### src/rtl/run_sequencer_if.sv
// Host/core-facing signal bundle of the run sequencer.
// The slave modport is the sequencer; the master modport is the host/core side.
interface run_sequencer_if #(
  parameter int D  = 12,
  parameter int CW = 16
);
  logic          go;
  logic [1:0]    prog_sel;
  logic [D-1:0]  prog_ctr_out;
  logic          cpu_start;
  logic [D-1:0]  start_address;
  logic          busy;
  logic          done;
  logic          timeout;
  logic          err;
  logic [CW-1:0] cycles;

  modport master (
    output go, prog_sel, prog_ctr_out,
    input  cpu_start, start_address, busy, done, timeout, err, cycles
  );

  modport slave (
    input  go, prog_sel, prog_ctr_out,
    output cpu_start, start_address, busy, done, timeout, err, cycles
  );
endinterface

### src/rtl/run_sequencer.sv
// Run controller for the single-cycle core: park at a program start, release, time the run, detect halt.
// Optional macro RUN_SEQ_CHAIN_EN: a go on program 0 runs programs 0, 1 and 2 back to back as one run.
module run_sequencer #(
  parameter int D          = 12,
  parameter int CW         = 16,
  parameter int TMO        = 4000,
  parameter int START_HOLD = 2,
  parameter int START0     = 0,
  parameter int START1     = 200,
  parameter int START2     = 400,
  parameter int HALT0      = 180,
  parameter int HALT1      = 380,
  parameter int HALT2      = 600
) (
  input  logic           clk,
  input  logic           rst_n,
  run_sequencer_if.slave bus
);

  typedef enum logic [1:0] {IDLE, LOAD, RUN, DONE} state_t;

  localparam int HW = (START_HOLD < 2) ? 1 : $clog2(START_HOLD);
  localparam logic [HW-1:0] HOLD_LAST = HW'(START_HOLD - 1);
  localparam logic [CW:0]   TMO_W     = (CW+1)'(TMO);

  state_t        state_q, state_d;
  logic          arm_q, arm_d;
  logic [1:0]    sel_q, sel_d;
  logic [HW-1:0] hold_q, hold_d;
  logic [D-1:0]  start_address_q, start_address_d;
  logic          cpu_start_q, cpu_start_d;
  logic          busy_q, busy_d;
  logic          done_q, done_d;
  logic          timeout_q, timeout_d;
  logic          err_q, err_d;
  logic [CW-1:0] cycles_q, cycles_d;
`ifdef RUN_SEQ_CHAIN_EN
  logic          chain_q, chain_d;
  logic [1:0]    sel_next;
`endif

  logic [D-1:0]  start_tab [4];
  logic [D-1:0]  halt_tab  [4];
  logic [CW:0]   cnt_inc;
  logic          halt_hit;
  logic          tmo_hit;

  // Entry 3 is the illegal selector; it is never used for addressing.
  generate
    for (genvar gi = 0; gi < 4; gi++) begin : g_tab
      localparam int S = (gi == 0) ? START0 : (gi == 1) ? START1 : (gi == 2) ? START2 : 0;
      localparam int H = (gi == 0) ? HALT0  : (gi == 1) ? HALT1  : (gi == 2) ? HALT2  : 0;
      assign start_tab[gi] = D'(S);
      assign halt_tab[gi]  = D'(H);
    end
  endgenerate

  // One extra bit so the limit compare cannot be defeated by a wrap.
  assign cnt_inc  = {1'b0, cycles_q} + {{CW{1'b0}}, 1'b1};
  assign halt_hit = (bus.prog_ctr_out == halt_tab[sel_q]);
  assign tmo_hit  = (cnt_inc >= TMO_W);
`ifdef RUN_SEQ_CHAIN_EN
  assign sel_next = sel_q + 2'd1;
`endif

  always_comb begin
    state_d         = state_q;
    arm_d           = arm_q;
    sel_d           = sel_q;
    hold_d          = hold_q;
    start_address_d = start_address_q;
    cpu_start_d     = cpu_start_q;
    busy_d          = busy_q;
    done_d          = 1'b0;
    timeout_d       = timeout_q;
    err_d           = err_q;
    cycles_d        = cycles_q;
`ifdef RUN_SEQ_CHAIN_EN
    chain_d         = chain_q;
`endif

    case (state_q)
      IDLE: begin
        cpu_start_d = 1'b1;
        busy_d      = 1'b0;
        // go is captured first; the run is set up from the captured selector one edge later.
        if (arm_q) begin
          arm_d = 1'b0;
          if (sel_q == 2'd3) begin
            err_d   = 1'b1;
            done_d  = 1'b1;
            state_d = DONE;
          end else begin
            start_address_d = start_tab[sel_q];
            cycles_d        = '0;
            timeout_d       = 1'b0;
            err_d           = 1'b0;
            hold_d          = '0;
            busy_d          = 1'b1;
            state_d         = LOAD;
`ifdef RUN_SEQ_CHAIN_EN
            chain_d         = (sel_q == 2'd0);
`endif
          end
        end else if (bus.go) begin
          arm_d = 1'b1;
          sel_d = bus.prog_sel;
        end
      end

      LOAD: begin
        if (hold_q == HOLD_LAST) begin
          cpu_start_d = 1'b0;
          state_d     = RUN;
        end else begin
          hold_d = hold_q + HW'(1);
        end
      end

      RUN: begin
        cycles_d = cnt_inc[CW-1:0];
        if (halt_hit) begin
`ifdef RUN_SEQ_CHAIN_EN
          if (chain_q && (sel_q != 2'd2)) begin
            sel_d           = sel_next;
            start_address_d = start_tab[sel_next];
            hold_d          = '0;
            cpu_start_d     = 1'b1;
            state_d         = LOAD;
          end else begin
            cpu_start_d = 1'b1;
            busy_d      = 1'b0;
            done_d      = 1'b1;
            state_d     = DONE;
          end
`else
          cpu_start_d = 1'b1;
          busy_d      = 1'b0;
          done_d      = 1'b1;
          state_d     = DONE;
`endif
        end else if (tmo_hit) begin
          timeout_d   = 1'b1;
          cpu_start_d = 1'b1;
          busy_d      = 1'b0;
          done_d      = 1'b1;
          state_d     = DONE;
        end
      end

      DONE: begin
        state_d = IDLE;
      end

      default: begin
        state_d = IDLE;
      end
    endcase
  end

  always_ff @(posedge clk) begin
    if (!rst_n) begin
      state_q         <= IDLE;
      arm_q           <= 1'b0;
      sel_q           <= 2'd0;
      hold_q          <= '0;
      start_address_q <= '0;
      cpu_start_q     <= 1'b1;
      busy_q          <= 1'b0;
      done_q          <= 1'b0;
      timeout_q       <= 1'b0;
      err_q           <= 1'b0;
      cycles_q        <= '0;
`ifdef RUN_SEQ_CHAIN_EN
      chain_q         <= 1'b0;
`endif
    end else begin
      state_q         <= state_d;
      arm_q           <= arm_d;
      sel_q           <= sel_d;
      hold_q          <= hold_d;
      start_address_q <= start_address_d;
      cpu_start_q     <= cpu_start_d;
      busy_q          <= busy_d;
      done_q          <= done_d;
      timeout_q       <= timeout_d;
      err_q           <= err_d;
      cycles_q        <= cycles_d;
`ifdef RUN_SEQ_CHAIN_EN
      chain_q         <= chain_d;
`endif
    end
  end

  assign bus.cpu_start     = cpu_start_q;
  assign bus.start_address = start_address_q;
  assign bus.busy          = busy_q;
  assign bus.done          = done_q;
  assign bus.timeout       = timeout_q;
  assign bus.err           = err_q;
  assign bus.cycles        = cycles_q;

endmodule

### src/flat_wrapper.sv
// flat-port wrapper written by rule: the top's interface ports become plain ports
module run_sequencer_flat 
#(
  parameter int D          = 12,
  parameter int CW         = 16,
  parameter int TMO        = 4000,
  parameter int START_HOLD = 2,
  parameter int START0     = 0,
  parameter int START1     = 200,
  parameter int START2     = 400,
  parameter int HALT0      = 180,
  parameter int HALT1      = 380,
  parameter int HALT2      = 600
)
  (clk, rst_n, bus_go, bus_prog_sel, bus_prog_ctr_out, bus_cpu_start, bus_start_address, bus_busy, bus_done, bus_timeout, bus_err, bus_cycles);
  run_sequencer_if #(.D(D), .CW(CW)) bus_i ();
  input  logic clk;
  input  logic rst_n;
  input wire logic [$bits(bus_i.go)-1:0] bus_go;
  input wire logic [$bits(bus_i.prog_sel)-1:0] bus_prog_sel;
  input wire logic [$bits(bus_i.prog_ctr_out)-1:0] bus_prog_ctr_out;
  output wire logic [$bits(bus_i.cpu_start)-1:0] bus_cpu_start;
  output wire logic [$bits(bus_i.start_address)-1:0] bus_start_address;
  output wire logic [$bits(bus_i.busy)-1:0] bus_busy;
  output wire logic [$bits(bus_i.done)-1:0] bus_done;
  output wire logic [$bits(bus_i.timeout)-1:0] bus_timeout;
  output wire logic [$bits(bus_i.err)-1:0] bus_err;
  output wire logic [$bits(bus_i.cycles)-1:0] bus_cycles;
  assign bus_i.go = bus_go;
  assign bus_i.prog_sel = bus_prog_sel;
  assign bus_i.prog_ctr_out = bus_prog_ctr_out;
  assign bus_cpu_start = bus_i.cpu_start;
  assign bus_start_address = bus_i.start_address;
  assign bus_busy = bus_i.busy;
  assign bus_done = bus_i.done;
  assign bus_timeout = bus_i.timeout;
  assign bus_err = bus_i.err;
  assign bus_cycles = bus_i.cycles;
  run_sequencer #(.D(D), .CW(CW), .TMO(TMO), .START_HOLD(START_HOLD), .START0(START0), .START1(START1), .START2(START2), .HALT0(HALT0), .HALT1(HALT1), .HALT2(HALT2)) u_core (.clk(clk), .rst_n(rst_n), .bus(bus_i));
endmodule
### config.mk
export PLATFORM = sky130hd
export DESIGN_NAME = run_sequencer_flat
export DESIGN_NICKNAME = d
export VERILOG_FILES = /design/src/rtl/run_sequencer_if.sv /design/src/rtl/run_sequencer.sv /design/src/flat_wrapper.sv
export SDC_FILE = /design/constraint.sdc
export NUM_CORES = 1
export LEC_CHECK = 0
export CORE_MARGIN = 1
export CORE_UTILIZATION = 50
export DETAILED_ROUTE_END_ITERATION = 10
export PLACE_DENSITY = 0.81
export SLEW_MARGIN = 30
export SYNTH_ARGS = -nofsm -noshare
export SYNTH_HDL_FRONTEND = slang
export SYNTH_SLANG_ARGS = --single-unit
### constraint.sdc
create_clock -name clk -period 2.7 [get_ports clk]
set_input_delay 0.675 -clock clk [delete_from_list [all_inputs] [get_ports clk]]
set_output_delay 0.675 -clock clk [all_outputs]
set_load 0.05 [all_outputs]
# --- After elaboration in Yosys (flattened, before gate mapping) ---
# Cells that the tools add are included.
word_totals:
  inputBits: 17
  ff_bits: 39
  output_inout_bits: 33
  word_cells: 79
op_classes:
  reduce_logical: 13
  order_cmp: 2
  eq_ne: 11
  n_addsub: 2
  bitwise_logic: 3
  n_mux: 37
op_table:
  columns: ["operator", "count"]
  rows:
  - ["$bmux W12 S2", 2]
  - ["$mux W12", 4]
  - ["$mux W16", 2]
  - ["$pmux W16 S2", 1]
  - ["$reduce_and A3 Y1", 6]
  - ["$add A16 B1 Y17 const B", 1]
  - ["$ge A17 B12 Y1 const B", 1]
  - ["$mux W1", 17]
  - ["$eq A12 B12 Y1", 1]
  - ["$mux W2", 5]
  - ["$pmux W1 S2", 4]
  - ["$pmux W2 S4", 1]
  - ["$eq A2 B2 Y1 const B", 3]
  - ["$ne A2 B1 Y1 const B", 3]
  - ["$reduce_and A5 Y1", 1]
  - ["$ne A2 B2 Y1 const B", 2]
  - ["$reduce_and A2 Y1", 2]
  - ["$reduce_bool A2 Y1", 2]
  - ["$ge A3 B3 Y1 const B", 1]
  - ["$ne A3 B1 Y1 const B", 1]
  - ["$not A2 Y3", 1]
  - ["$pmux W1 S3", 1]
  - ["$reduce_bool A3 Y1", 1]
  - ["$eq A2 B1 Y1 const B", 1]
  - ["other kinds (3)", 4]

# --- Longest topological paths before layout ---
logic_depth:
  word_depth: 7
  ltp_mapped: 9
  mapped_depth_nobuf: 8

# --- Worst setup path after synthesis ---
# OpenSTA, ideal clock, no wires.
synth_timing:
  path_kind: "flip-flop to flip-flop"
  from: "reg u_core.cycles_q[0] (netlist: u_core.bus.cycles[0])"
  to: "reg u_core.cpu_start_q (netlist: u_core.bus.cpu_start)"
  path_buffers: 0
  path_stages_with_launch: 8
  required_ns: 2.559
  setup_ns: 0.141
  setup_slack_ns: 0.404
  period_less_slack_ns: 2.296
  arrival_ns: 2.155
  path_cell_list: "dfxtp_1 -> ha_1 -> nand4_2 -> nor3b_1 -> o2111ai_1 -> o2111a_2 -> and3_4 -> o221ai_1"
synth_via:
  elab_chain_len: 4
synth_lines:
  columns: ["element", "line_no", "source"]
  rows:
  - ["start, declared", "run_sequencer.sv:36", "logic [CW-1:0] cycles_q, cycles_d;"]
  - ["start signal, assigned", "run_sequencer.sv:188", "cycles_q <= cycles_d;"]
  - ["$add A16 B1 Y17", "run_sequencer.sv:59", "assign cnt_inc = {1'b0, cycles_q} + {{CW{1'b0}}, 1'b1};"]
  - ["$ge A17 B12 Y1", "run_sequencer.sv:61", "assign tmo_hit = (cnt_inc >= TMO_W);"]
  - ["$ne A3 B1 Y1 (no line)", null, null]
  - ["$reduce_and A3 Y1 (no line)", null, null]
  - ["end signal, assigned", "run_sequencer.sv:183", "cpu_start_q <= cpu_start_d;"]
  - ["end, declared", "run_sequencer.sv:31", "logic cpu_start_q, cpu_start_d;"]
# Every way passes these cells.
# A chain may end at the register's enable or synchronous reset.

# --- Final worst setup path ---
layout_timing:
  from: "reg u_core.cycles_q[6] (netlist: u_core.bus.cycles[6])"
  to: "out bus_cycles[6]"
layout_rtl:
  columns: ["element", "line_no", "source"]
  rows:
  - ["end, declared", "flat_wrapper.sv:28", "output wire logic [$bits(bus_i.cycles)-1:0] bus_cycles;"]
# No word-level cell between the ends.

==> impl_metrics.tcl <==
set metrics [dict create \
    outcome "finished, final reports clean" \
    final_layout_size_suffix_gt1_share_pct 9.97 \
    cts_repair_resize_count 0 \
    core_um2 3770 \
    worstSkewPairLatency_ns 0.28 \
    layout.nets 327 \
    async_reset_ff_share_pct 0 \
    die_w_um 65.8 \
    r2r_start "u_core.bus.cycles[6]$_SDFFE_PN0P_" \
    cp_num_buf_inv 1 \
    worstPathRequired_ns 2.03 \
    initialDrtViolationCount 124 \
    synth_cell_types 52 \
    start_util_pct 53.9 \
    ctsHoldBuffers 0 \
    port_buffers 42 \
    drv_slew 0 \
    dieHeight_um 65.8 \
    wl_um 4600 \
    dp_hpwl_um 3330 \
    min_to "u_core.bus.err$_SDFFE_PN0P_" \
    ys_ff_latch 30 \
    yosys_most_used_dff "dfxtp_1" \
    seq_area_um2 601 \
    cts_tree "done" \
    yosys_warnings 0 \
    synth_edf_count 0 \
    syn_area_um2 2030 \
    slew_headroom_pct 64.4 \
    power_density_nw_per_um2 590 \
    overflow 0 \
    ant_nets 0 \
    max_freq_mhz 411 \
    rows 22 \
    finalSetupTns_ns 0 \
    die_area_um2 4330 \
    syn-mean-instance-area_um2 7.85 \
    slowest_delay_ns 0.89 \
    first_global_vias 1716 \
    worst_ep_arrival_time_ns 1.76 \
    crit_slowest_cell "clkdlybuf4s50_1" \
    holdWs_ns 0.482 \
    finalSetupViolations 0 \
    min_path_type "reg -> reg" \
    endpoint_kind "output port" \
    finalWeightedCongestion 0.863 \
    r2r_cells 7 \
    grtUsageTotal_pct 22.4 \
    drc 0 \
    hp-start "u_core.bus.err$_SDFFE_PN0P_" \
    synth_top_cell_area_share_pct 29.5 \
    report.final.hold_viol_count 0 \
    crit_chain "clkdlybuf4s50_1" \
    grt_pass1_wl_um 7580 \
    startpoint_type "flip-flop" \
    timing.final.crit_share_pct 90.2 \
    io_pins 50 \
    yosysSeqAreaShare_pct 29.5 \
    rsz0062_at_grt "no" \
    fillCellCount 333 \
    rr_endpoint "u_core.bus.cpu_start$_SDFFE_PN1P_" \
    drt_first_pass_iters 4 \
    syn2layout_area_growth_pct 26.4 \
    cts_buffers 5 \
    post_cts_buffers 0 \
    vias 1945 \
    finalCriticalPeriod_ns 2.43 \
    yosys-top-cells-count "nand2_1, dfxtp_1, nor2b_1" \
    cts_num_sinks 30 \
    crit_type "reg -> out" \
    viasPerCell 5.57 \
    synthTopCellsByArea "dfxtp_1, nand2_1, ha_1" \
    vdd_drop_max_mv 0.506 \
    n_antenna_cell 0 \
    crit_family "buffers and inverters" \
    maxCapViolations 0 \
    clockBufferDepth 2 \
    synth_top_area_cell "dfxtp_1" \
    p_leak_uw 0.000963 \
    multiInputGateArea_um2 1280 \
    reg2reg_slack_ns 0.43 \
    path_clk_slew_ns 0.07 \
    grt_max_degree 15 \
    skew_ns 0.00718 \
    cts_max_level 2 \
    antenna_found_initial 0 \
    worst_pin_slew_ns 0.533 \
    path_max_fanout 12 \
    hold_path_depth 2 \
    synth_most_common_cell "nand2_1" \
    clock-root-buffer "clkbuf_8" \
    post_drt_wl_per_cell_um 13.2 \
    syn_inst 259 \
]
-- registers in the layout, indices dropped and copies added, names as in the netlist --
signal,cells
u_core.state_q,2
u_core.hold_q,1
u_core.sel_q,2
u_core.bus.cycles,16
u_core.bus.start_address,3
u_core.arm_q,1
u_core.bus.timeout,1
u_core.bus.cpu_start,1
u_core.bus.done,1
u_core.bus.err,1
u_core.bus.busy,1
-- final cells by class --
type / instances / share of cell area (%)
multi-input combinational: 203 / 49.9
sequential: 30 / 23.4
timing repair buffer: 50 / 18.7
clock buffer: 5 / 2.68
tap: 48 / 2.34
clock inverter: 3 / 1.56
inverter: 10 / 1.46
-- per-layer routing --
layer  up-vias  share of wire (%)  GRT usage (%)
met3         7                4.4           5.00
met4         0                1.3           8.70
met1       890                 46           26.5
met2        54                 48           38.8
met5         -                  0              0
li1        994                  -              -
-- stage by stage --
stage / cell area (µm²) / setup WS [ns] / utilization, % / instances / power [µW]
detailed placement: 2460 / 0.0737 / 65.3 / 341 / 1070
finish: 2570 / 0.266 / 68.1 / 349 / 1520
floorplan: 2060 / 0.404 / - / 265 / 929
global route: 2570 / 0.183 / 68.1 / 349 / 1600
global placement: 2460 / 0.0871 / 65.3 / 341 / 1050
CTS: 2570 / 0.279 / 68.1 / 349 / 1520
-- where the power goes --
part / internal, µW / switching, µW
Clock: 271 / 181
Sequential: 474 / 31.7
Combinational: 206 / 352
-- logic make-up (layout without fill, tap and decap cells) --
family | after synthesis | in the layout | synth area share, %
AND/OR/NAND/NOR | 117 | 117 | 30.8
AO/OA/AOI/OAI | 59 | 59 | 20.2
buffers and inverters | 32 | 68 | 8.49
flip-flops | 30 | 30 | 29.5
adder cells (fa/ha/maj) | 10 | 10 | 6.15
XOR/XNOR | 5 | 5 | 2.15
multiplexers | 5 | 5 | 2.52
other | 1 | 7 | 0.184
-- how the worst max path moves through the flow --
stage / slack, ns / cells after the start / startpoint / endpoint
after floorplan: 0.40 / 7 / u_core.bus.cycles[0]$_SDFFE_PN0P_ / u_core.bus.cpu_start$_SDFFE_PN1P_
after global placement: 0.09 / 7 / bus_prog_ctr_out[1] / u_core.state_q[1]$_SDFFE_PN0P_
after detailed placement: 0.07 / 7 / bus_prog_ctr_out[1] / u_core.state_q[1]$_SDFFE_PN0P_
after CTS: 0.28 / 1 / u_core.bus.cycles[6]$_SDFFE_PN0P_ / bus_cycles[6]
after global routing: 0.18 / 7 / bus_prog_ctr_out[1] / u_core.state_q[1]$_SDFFE_PN0P_
final: 0.27 / 1 / u_core.bus.cycles[6]$_SDFFE_PN0P_ / bus_cycles[6]
-- layout by cell type, fill, tap and decap left out, types with 2 or more instances in the layout --
master           synthesis  final
or3_1                    2      2
o21ai_0                 10     10
a31oi_1                  5      5
and3_1                   2      2
nor2b_1                 18     18
conb_1                   1      7
nor3b_1                  2      2
o2111ai_1                2      2
clkinv_2                 0      2
a21boi_0                 6      6
buf_4                   13      8
nand4_1                  3      3
nor2_1                   9      9
clkbuf_8                 0      5
inv_1                   10     10
a21oi_1                 12     12
dfxtp_1                 30     30
nand2_1                 39     39
mux2i_1                  4      4
nand3_1                 14     14
nor3_1                  13     13
xor2_1                   3      3
o221ai_1                 2      2
o31ai_1                  3      3
ha_1                    10     10
nand4_2                  2      2
xnor2_1                  2      2
and2_1                   3      3
clkdlybuf4s50_1          0     42
a22oi_1                  4      4
o21a_1                   2      2
or2_2                    3      3
No activity file was read; power rests on OpenSTA's default activity.
